--- src/rtl/mac_operand_feeder.sv ---
// Operand sequencer for one FP16 MAC lane: streams len operand pairs from two
// synchronous-read buffers, gates the MAC reset per job, returns the result on valid/ready.
module mac_operand_feeder #(
  parameter int DATA_WIDTH    = 16,
  parameter int ADDR_WIDTH    = 10,
  parameter int CLK_NUM_WIDTH = 8,
  parameter int TIMEOUT       = 64
) (
  input  logic                     clk,
  input  logic                     rst,
  input  logic                     start,
  input  logic [CLK_NUM_WIDTH-1:0] len,
  input  logic [ADDR_WIDTH-1:0]    a_base,
  input  logic [ADDR_WIDTH-1:0]    b_base,
  output logic                     busy,
  output logic                     a_rd_en,
  output logic                     b_rd_en,
  output logic [ADDR_WIDTH-1:0]    a_rd_addr,
  output logic [ADDR_WIDTH-1:0]    b_rd_addr,
  input  logic [DATA_WIDTH-1:0]    a_rd_data,
  input  logic [DATA_WIDTH-1:0]    b_rd_data,
  output logic                     mac_rst,
  output logic [DATA_WIDTH-1:0]    mac_a,
  output logic [DATA_WIDTH-1:0]    mac_b,
  output logic [CLK_NUM_WIDTH-1:0] mac_clk_num,
  input  logic                     mac_result_ready,
  input  logic [DATA_WIDTH-1:0]    mac_result,
  output logic                     out_valid,
  input  logic                     out_ready,
  output logic [DATA_WIDTH-1:0]    out_data,
  output logic                     err_timeout
);
  localparam int TW = $clog2(TIMEOUT + 1);

  typedef enum logic [2:0] {IDLE, FETCH, DRAIN, WAIT, HOLD} state_t;

  state_t                   state, state_nxt;
  logic [CLK_NUM_WIDTH-1:0] len_q, idx;
  logic [TW-1:0]            tmo_cnt;
  logic                     data_vld;   // buffer read data valid this cycle
  logic                     tmo_hit;

  assign tmo_hit     = (tmo_cnt == TW'(TIMEOUT - 1));
  assign busy        = (state != IDLE);
  assign a_rd_en     = (state == FETCH);
  assign b_rd_en     = (state == FETCH);
  assign out_valid   = (state == HOLD);
  assign mac_clk_num = len_q;

  always_ff @(posedge clk or negedge rst) begin
    if (!rst) state <= IDLE;
    else      state <= state_nxt;
  end

  always_comb begin
    state_nxt = state;
    unique case (state)
      IDLE:  if (start) state_nxt = (len != '0) ? FETCH : HOLD;
      FETCH: if (idx == len_q - CLK_NUM_WIDTH'(1)) state_nxt = DRAIN;
      // last pair reaches the MAC the cycle after its read data stops
      DRAIN: if (!data_vld) state_nxt = WAIT;
      WAIT:  if (mac_result_ready || tmo_hit) state_nxt = HOLD;
      HOLD:  if (out_ready) state_nxt = IDLE;
      default: state_nxt = IDLE;
    endcase
  end

  always_ff @(posedge clk or negedge rst) begin
    if (!rst) begin
      len_q       <= '0;
      idx         <= '0;
      tmo_cnt     <= '0;
      data_vld    <= 1'b0;
      a_rd_addr   <= '0;
      b_rd_addr   <= '0;
      mac_a       <= '0;
      mac_b       <= '0;
      mac_rst     <= 1'b0;
      out_data    <= '0;
      err_timeout <= 1'b0;
    end else begin
      data_vld <= (state == FETCH);
      // zero operands outside the stream keep extra MAC cycles neutral
      if (data_vld) begin
        mac_a   <= a_rd_data;
        mac_b   <= b_rd_data;
        mac_rst <= 1'b1;
      end else begin
        mac_a <= '0;
        mac_b <= '0;
      end
      case (state)
        IDLE: if (start) begin
          if (len != '0) begin
            len_q       <= len;
            a_rd_addr   <= a_base;
            b_rd_addr   <= b_base;
            idx         <= '0;
            err_timeout <= 1'b0;
          end else begin
            out_data <= '0;
          end
        end
        FETCH: begin
          idx       <= idx + CLK_NUM_WIDTH'(1);
          a_rd_addr <= a_rd_addr + ADDR_WIDTH'(1);
          b_rd_addr <= b_rd_addr + ADDR_WIDTH'(1);
        end
        DRAIN: tmo_cnt <= '0;
        WAIT: begin
          // result pulse wins over a same-cycle timeout
          if (mac_result_ready) begin
            out_data <= mac_result;
            mac_rst  <= 1'b0;
          end else if (tmo_hit) begin
            err_timeout <= 1'b1;
            out_data    <= DATA_WIDTH'(16'h7E00);
            mac_rst     <= 1'b0;
          end else begin
            tmo_cnt <= tmo_cnt + TW'(1);
          end
        end
        default: ;
      endcase
    end
  end
endmodule

--- config.mk ---
export PLATFORM = sky130hd
export DESIGN_NAME = mac_operand_feeder
export DESIGN_NICKNAME = d
export VERILOG_FILES = /design/src/rtl/mac_operand_feeder.sv
export SDC_FILE = /design/constraint.sdc
export NUM_CORES = 1
export LEC_CHECK = 0
export CORE_UTILIZATION = 25
export CTS_CLUSTER_SIZE = 40
export DETAILED_ROUTE_END_ITERATION = 10
export GPL_TIMING_DRIVEN = 0
export HOLD_SLACK_MARGIN = 0.1
export PLACE_DENSITY = 0.55
export SLEW_MARGIN = 10
export SYNTH_ARGS = -nofsm -noshare
export SYNTH_HDL_FRONTEND = slang
export SYNTH_SLANG_ARGS = --single-unit
export TNS_END_PERCENT = 100
--- constraint.sdc ---
create_clock -name clk -period 2.5 [get_ports clk]
set_input_delay 0.5 -clock clk [delete_from_list [all_inputs] [get_ports clk]]
set_output_delay 0.5 -clock clk [all_outputs]
set_load 0.1 [all_outputs]
==> results.json, run 1 <==
{
  "core_um2": 17300,
  "worstRegToRegCells": 6,
  "syn_to_final_growth_pct": 49.8,
  "path_cells": "clkdlybuf4s50_1",
  "first_iter_violations": 135,
  "nets": 680,
  "p_leak_uw": 0.00275,
  "yosys-top-cells-area": "dfrtp_1 55%, and2_1 4.8%, nand2_1 4.2%",
  "grt_pass1_vias": 3742,
  "clock_latency_ps": 350,
  "initial_core_util": 0.256,
  "drv_cap": 0,
  "ios": 163,
  "r2r_end": "state[1]$_DFFE_PN0P_",
  "final_cells": 824,
  "critPathLaunch": "a_rd_addr[8]$_DFFE_PN0P_",
  "min_period_ps": 2440,
  "h-tree-depth": 3,
  "die_w_um": 135,
  "async_flop_share": 1.00,
  "ir_drop_mv": 1.07,
  "rsz0062_at_grt": "no",
  "wire_per_inst_um": 15.4,
  "cp_top_family": "buffers and inverters",
  "rows": 48,
  "grtUsageTotal": 0.144,
  "required_ps": 2000,
  "drive_gt1_frac": 0.0818,
  "relSlewSlack": 0.317,
  "tns_ps": 0,
  "cts_buffers": 9,
  "seqCellArea_um2": 2430,
  "final_util": 0.383,
  "drv_slew": 0,
  "internal-power_uw": 4210,
  "cp.depth": 1,
  "pwr-share-clk": 0.142,
  "drt-pass1-iter-count": 4,
  "setup_violations": 0,
  "layout_commonest_cell": "clkdlybuf4s50_1",
  "die-area_um2": 18200,
  "die_h_um": 135,
  "vias": 3782,
  "worstMarginPinSlew_ps": 1020,
  "place.gp.congestion": 0.808,
  "drc": 0,
  "clock_path_buffers": 2,
  "antenna_left": 0,
  "antenna_found_initial": 0,
  "cts_tree": "built",
  "cp_max_fo": 5,
  "worst_setup_path_start_kind": "flop",
  "grt_max_degree": 64,
  "ys_types": 57,
  "r2r_start": "mac_clk_num[0]$_DFFE_PN0P_",
  "viasPerCell": 4.59,
  "report.final.hold_viol_count": 0,
  "synthCells": 421,
  "hpwl_um": 9470,
  "fin_crit_sh": 0.977,
  "synth-main-ff-cell": "dfrtp_1",
  "clock_sinks": 97,
  "cp_num_buf_inv": 1,
  "critPathCaptureType": "primary output",
  "endpoint": "a_rd_addr[8]",
  "grt_pass1_wl_um": 20200,
  "synth_edf_count": 0,
  "avgSynthCellArea_um2": 10.5,
  "reg2reg_slack_ps": 300,
  "cts.clk_slew.worst_paths_ps": 70,
  "overflow": 0,
  "slowest_stage": "clkdlybuf4s50_1",
  "root_buffer": "clkbuf_16",
  "synth_seq_area_share": 0.549,
  "status": "finished, final reports clean",
  "portBuffers": 162,
  "max_freq_mhz": 409,
  "critPathMaxStageDelay_ps": 1170,
  "ctsHoldBuffers": 0,
  "holdWs_ps": 120,
  "multi_input_area_um2": 1840,
  "placedCellCount": 809,
  "power_switching_uw": 5010,
  "p_seq_frac": 0.275,
  "final_cell_mix": "144 x clkdlybuf4s50_1, 95 x dfrtp_1, 50 x nand2_1, 37 x nor2_1, 34 x and2_1",
  "ys_ff_latch": 97,
  "syn_area_um2": 4420,
  "synth_nets": 507,
  "synth_top_area_share": 0.549,
  "min_path_type": "input pin to async pin",
  "combPwrFrac": 0.583,
  "swShare": 0.543,
  "powerDensity_nw_per_um2": 1390,
  "arrival_ps": 1940,
  "num_antenna_cells": 0,
  "synth_top_area_cell": "dfrtp_1",
  "wl_um": 12700,
  "finClkSkew_ps": 7.06,
  "total_power_uw": 9210,
  "nFillCells": 1692,
  "yosysWarnings": 0,
  "critPathKind": "flop to primary output"
}
-- flip-flops by register name (all words and copies together) (netlist names) --
register and count:
err_timeout 1, idx 8, mac_a 16, state 3, out_data 16, tmo_cnt 7
a_rd_addr 10, mac_b 16, mac_rst 1, data_vld 1, b_rd_addr 10, mac_clk_num 8
-- cell type report --
| cell class | count | share of cell area |
|---|---|---|
| clock inverter | 7 | 0.00794 |
| tap | 225 | 0.0425 |
| inverter | 8 | 0.00529 |
| sequential | 97 | 0.367 |
| timing repair buffer | 163 | 0.247 |
| buffer | 19 | 0.0179 |
| clock buffer | 9 | 0.0340 |
| multi-input combinational | 296 | 0.278 |
-- per-stage QoR --
| step | worst slack [ps] | instance area (um^2) |
|---|---|---|
| 2_1_floorplan | 34.7 | 4420 |
| 6_report | 56.6 | 6620 |
| 4_1_cts | 3.50 | 6610 |
| 5_1_grt | 4.02 | 6620 |
| 3_5_place_dp | -853 | 6350 |
| 3_3_place_gp | -3180 | 6330 |
-- cells in the mapped netlist (3+ instances only) --
library cell	number
nand3_1	10
a221o_1	3
xnor2_1	9
and3_1	6
a211oi_1	7
a31oi_1	4
nand2_1	50
and2_1	34
nor3_1	15
ha_1	5
nor2_1	37
nand2b_1	5
dfrtp_1	97
buf_6	5
a21o_1	3
clkbuf_1	8
o211ai_1	6
o21ai_0	16
a22o_1	16
xor2_1	8
nor2b_1	4
buf_2	6
o31ai_1	10
inv_1	7
o22ai_1	4
nand4_1	5
a21oi_1	4
-- worst min-delay path by stage --
stage / endpoint / slack, ps / depth (start not counted)
2_1_floorplan: a_rd_addr[0]$_DFFE_PN0P_ / 200 / 0
3_3_place_gp: out_data[9]$_DFFE_PN0P_ / 470 / 2
3_5_place_dp: out_data[11]$_DFFE_PN0P_ / 470 / 2
4_1_cts: err_timeout$_DFFE_PN0P_ / 110 / 1
5_1_grt: err_timeout$_DFFE_PN0P_ / 140 / 1
6_report: out_data[12]$_DFFE_PN0P_ / 120 / 1
-- cell families (layout without fill, tap and decap cells) --
family                     after synthesis  count (layout)  synth area share
DFF                                     97              97             0.549
buffers and inverters                   28             206            0.0348
adders and majority gates                5               5            0.0141
AOI/OAI and AO/OA                       85              85             0.143
muxes                                    2               2           0.00481
and+or+nand+nor                        187             187             0.220
xor gates and xnor gates                17              17            0.0337
-- power groups by stage --
stage | sequential, uW | combinational (uW) | clock (uW)
5_1_grt | 2620 | 5660 | 1430
4_1_cts | 2540 | 5410 | 1370
3_3_place_gp | 2550 | 5410 | 0
2_1_floorplan | 4930 | 1670 | 0
3_5_place_dp | 2560 | 5460 | 0
6_report | 2530 | 5370 | 1310
-- layer usage --
metal	wire length, um	track usage	vias up	share of wire
met5	0	0	-	0
met4	187	0.0487	0	0.015
met3	754	0.0372	14	0.059
met2	6110	0.243	115	0.48
met1	5670	0.177	1814	0.45
li1	-	-	1839	-
-- timing repair --
item / CTS / global route
endpoints found under the setup margin: 13 / 6
gates cloned: 0 / 0
buffers inserted: 0 / 0
resized for setup: 28 / 7
(Power assumes the default switching activity.)
==> inputs of run 2 (changes only) <==
SLEW_MARGIN = 20   (was 10)
==> run 2 against run 1 <==
Combinational power barely moved. Final cell count grew 0.12%. Clock power barely moved. Register-to-register slack about the same. Via count grew 1.2%. Flip-flop and latch count stayed put. First-iteration DRC count is 21% lower. Global-route usage about the same. Critical path depth unchanged. Cell area up 0.28%. Sequential share of layout area fell by 0.10 points. Critical path type unchanged.
==> results.json, run 2 (synthesis gave the netlist of run 1 again) <==
{
  "critPathCaptureType": "primary output",
  "h-tree-depth": 3,
  "cp_num_buf_inv": 1,
  "wl_um": 12700,
  "syn_to_final_growth_pct": 50.2,
  "root_buffer": "clkbuf_16",
  "grt_pass1_vias": 3748,
  "min_period_ps": 2440,
  "drv_slew": 0,
  "grt_max_degree": 66,
  "hold_depth": 2,
  "cp_max_fo": 4,
  "ir_drop_mv": 0.967,
  "min_path_type": "flop to flop",
  "powerDensity_nw_per_um2": 1390,
  "portBuffers": 162,
  "holdWs_ps": 478,
  "arrival_ps": 1940,
  "met3_usage": 0.0413,
  "worst_setup_path_start_kind": "flop",
  "cts.clk_slew.worst_paths_ps": 70,
  "worstHoldEndpoint": "out_data[9]$_DFFE_PN0P_",
  "wire_per_inst_um": 15.4,
  "required_ps": 2000,
  "r2r_start": "mac_clk_num[0]$_DFFE_PN0P_",
  "ios": 163,
  "nets": 681,
  "fin_crit_sh": 0.975,
  "critPathMaxStageDelay_ps": 1200,
  "cts_tree": "built",
  "placedCellCount": 809,
  "cp_top_family": "buffers and inverters",
  "first_iter_violations": 106,
  "place.gp.congestion": 0.808,
  "reg2reg_slack_ps": 300,
  "top_regs": "mac_a (16), mac_b (16), out_data (16)",
  "worstRegToRegCells": 6,
  "drive_gt1_frac": 0.0817,
  "initial_core_util": 0.256,
  "final_util": 0.384,
  "top_usage_layer": "met2",
  "final_cells": 825,
  "overflow": 0,
  "layout_commonest_cell": "clkdlybuf4s50_1",
  "antenna_found_initial": 0,
  "cts_setup_buffers": 0,
  "num_antenna_cells": 0,
  "clock_path_buffers": 2,
  "rsz0062_at_grt": "no",
  "clock_sinks": 97,
  "final_cell_mix": "143 x clkdlybuf4s50_1, 95 x dfrtp_1, 50 x nand2_1, 37 x nor2_1, 34 x and2_1",
  "path_cells": "clkdlybuf4s50_1",
  "p_leak_uw": 0.00273,
  "hpwl_um": 9480,
  "max_freq_mhz": 410,
  "report.final.hold_viol_count": 0,
  "setup_violations": 0,
  "finClkSkew_ps": 6.51,
  "rows": 48,
  "vias": 3826,
  "status": "finished, final reports clean",
  "grtUsageMet2": 0.247,
  "drc": 0,
  "clock_latency_ps": 350,
  "r2r_end": "state[1]$_DFFE_PN0P_",
  "die_w_um": 135,
  "antenna_left": 0,
  "cts_buffers": 9,
  "core_um2": 17300,
  "viasPerCell": 4.64,
  "hp-start": "out_data[9]$_DFFE_PN0P_",
  "relSlewSlack": 0.304,
  "critPathKind": "flop to primary output",
  "grtUsageTotal": 0.143,
  "slowest_stage": "clkdlybuf4s50_1",
  "drv_cap": 0,
  "fin_ws_ps": 63.5,
  "die-area_um2": 18200,
  "worstMarginPinSlew_ps": 1040,
  "grt_util_met1": 0.170,
  "place_ws_ps": -863,
  "grt_pass1_wl_um": 19900,
  "die_h_um": 135,
  "drt-pass1-iter-count": 4
}
-- run 2: changes by cell type in the layout (fill, tap and decap cells not counted), moves of 2 or more --
cell            change
clkinv_2            -2
buf_6               +2
dlygate4sd2_1       +3
buf_4               -2
clkinvlp_4          +2
dlymetal6s2s_1      -2
-- run 2: area by class of cell --
class | instances | area, um^2
multi-input cells | 296 | 1840
plain buffers | 19 | 119
fillers | 1699 | 10700
inverters | 8 | 35.0
well taps | 225 | 282
flip-flops and latches | 97 | 2430
repair buffers | 164 | 1650
clock inverters | 6 | 48.8
clock buffers | 10 | 239
-- run 2: per-stage QoR --
step	power (uW)	setup TNS, ps	cell area [um^2]
4_1_cts	9340	0	6630
2_1_floorplan	6600	0	4420
6_report	9230	0	6640
3_5_place_dp	8020	-5130	6360
5_1_grt	9730	0	6640
3_3_place_gp	7960	-275740	6330
-- run 2: layer usage --
metal  share of wire  vias up  wire length, um
li1                -     1848                -
met1            0.44     1841             5650
met2            0.48      127             6100
met3           0.063       10              805
met4           0.015        0              189
met5               0        -                0
-- run 2: worst max path at each step --
stage,startpoint,end,depth (start not counted)
global placement,rst,mac_clk_num[0]$_DFFE_PN0P_,1
CTS,a_rd_addr[5]$_DFFE_PN0P_,a_rd_addr[5],1
floorplan,state[0]$_DFFE_PN0P_,out_valid,3
finish,b_rd_addr[1]$_DFFE_PN0P_,b_rd_addr[1],1
global route,a_rd_addr[0]$_DFFE_PN0P_,a_rd_addr[0],1
detailed placement,state[2]$_DFFE_PN0P_,b_rd_en,6
-- run 2: timing repair --
action	CTS	global route
hold endpoints to repair	32	0
endpoints found under the setup margin	16	4
hold buffers	1	0
resized for setup	31	6
-- run 2: power breakdown --
| group | switching [uW] | leakage [uW] | total [uW] | internal [uW] |
|---|---|---|---|---|
| clock network | 629 | 0.000132 | 1340 | 713 |
| logic | 3870 | 0.00146 | 5360 | 1490 |
| registers | 501 | 0.00115 | 2530 | 2030 |
| total | 5000 | 0.00273 | 9230 | 4230 |
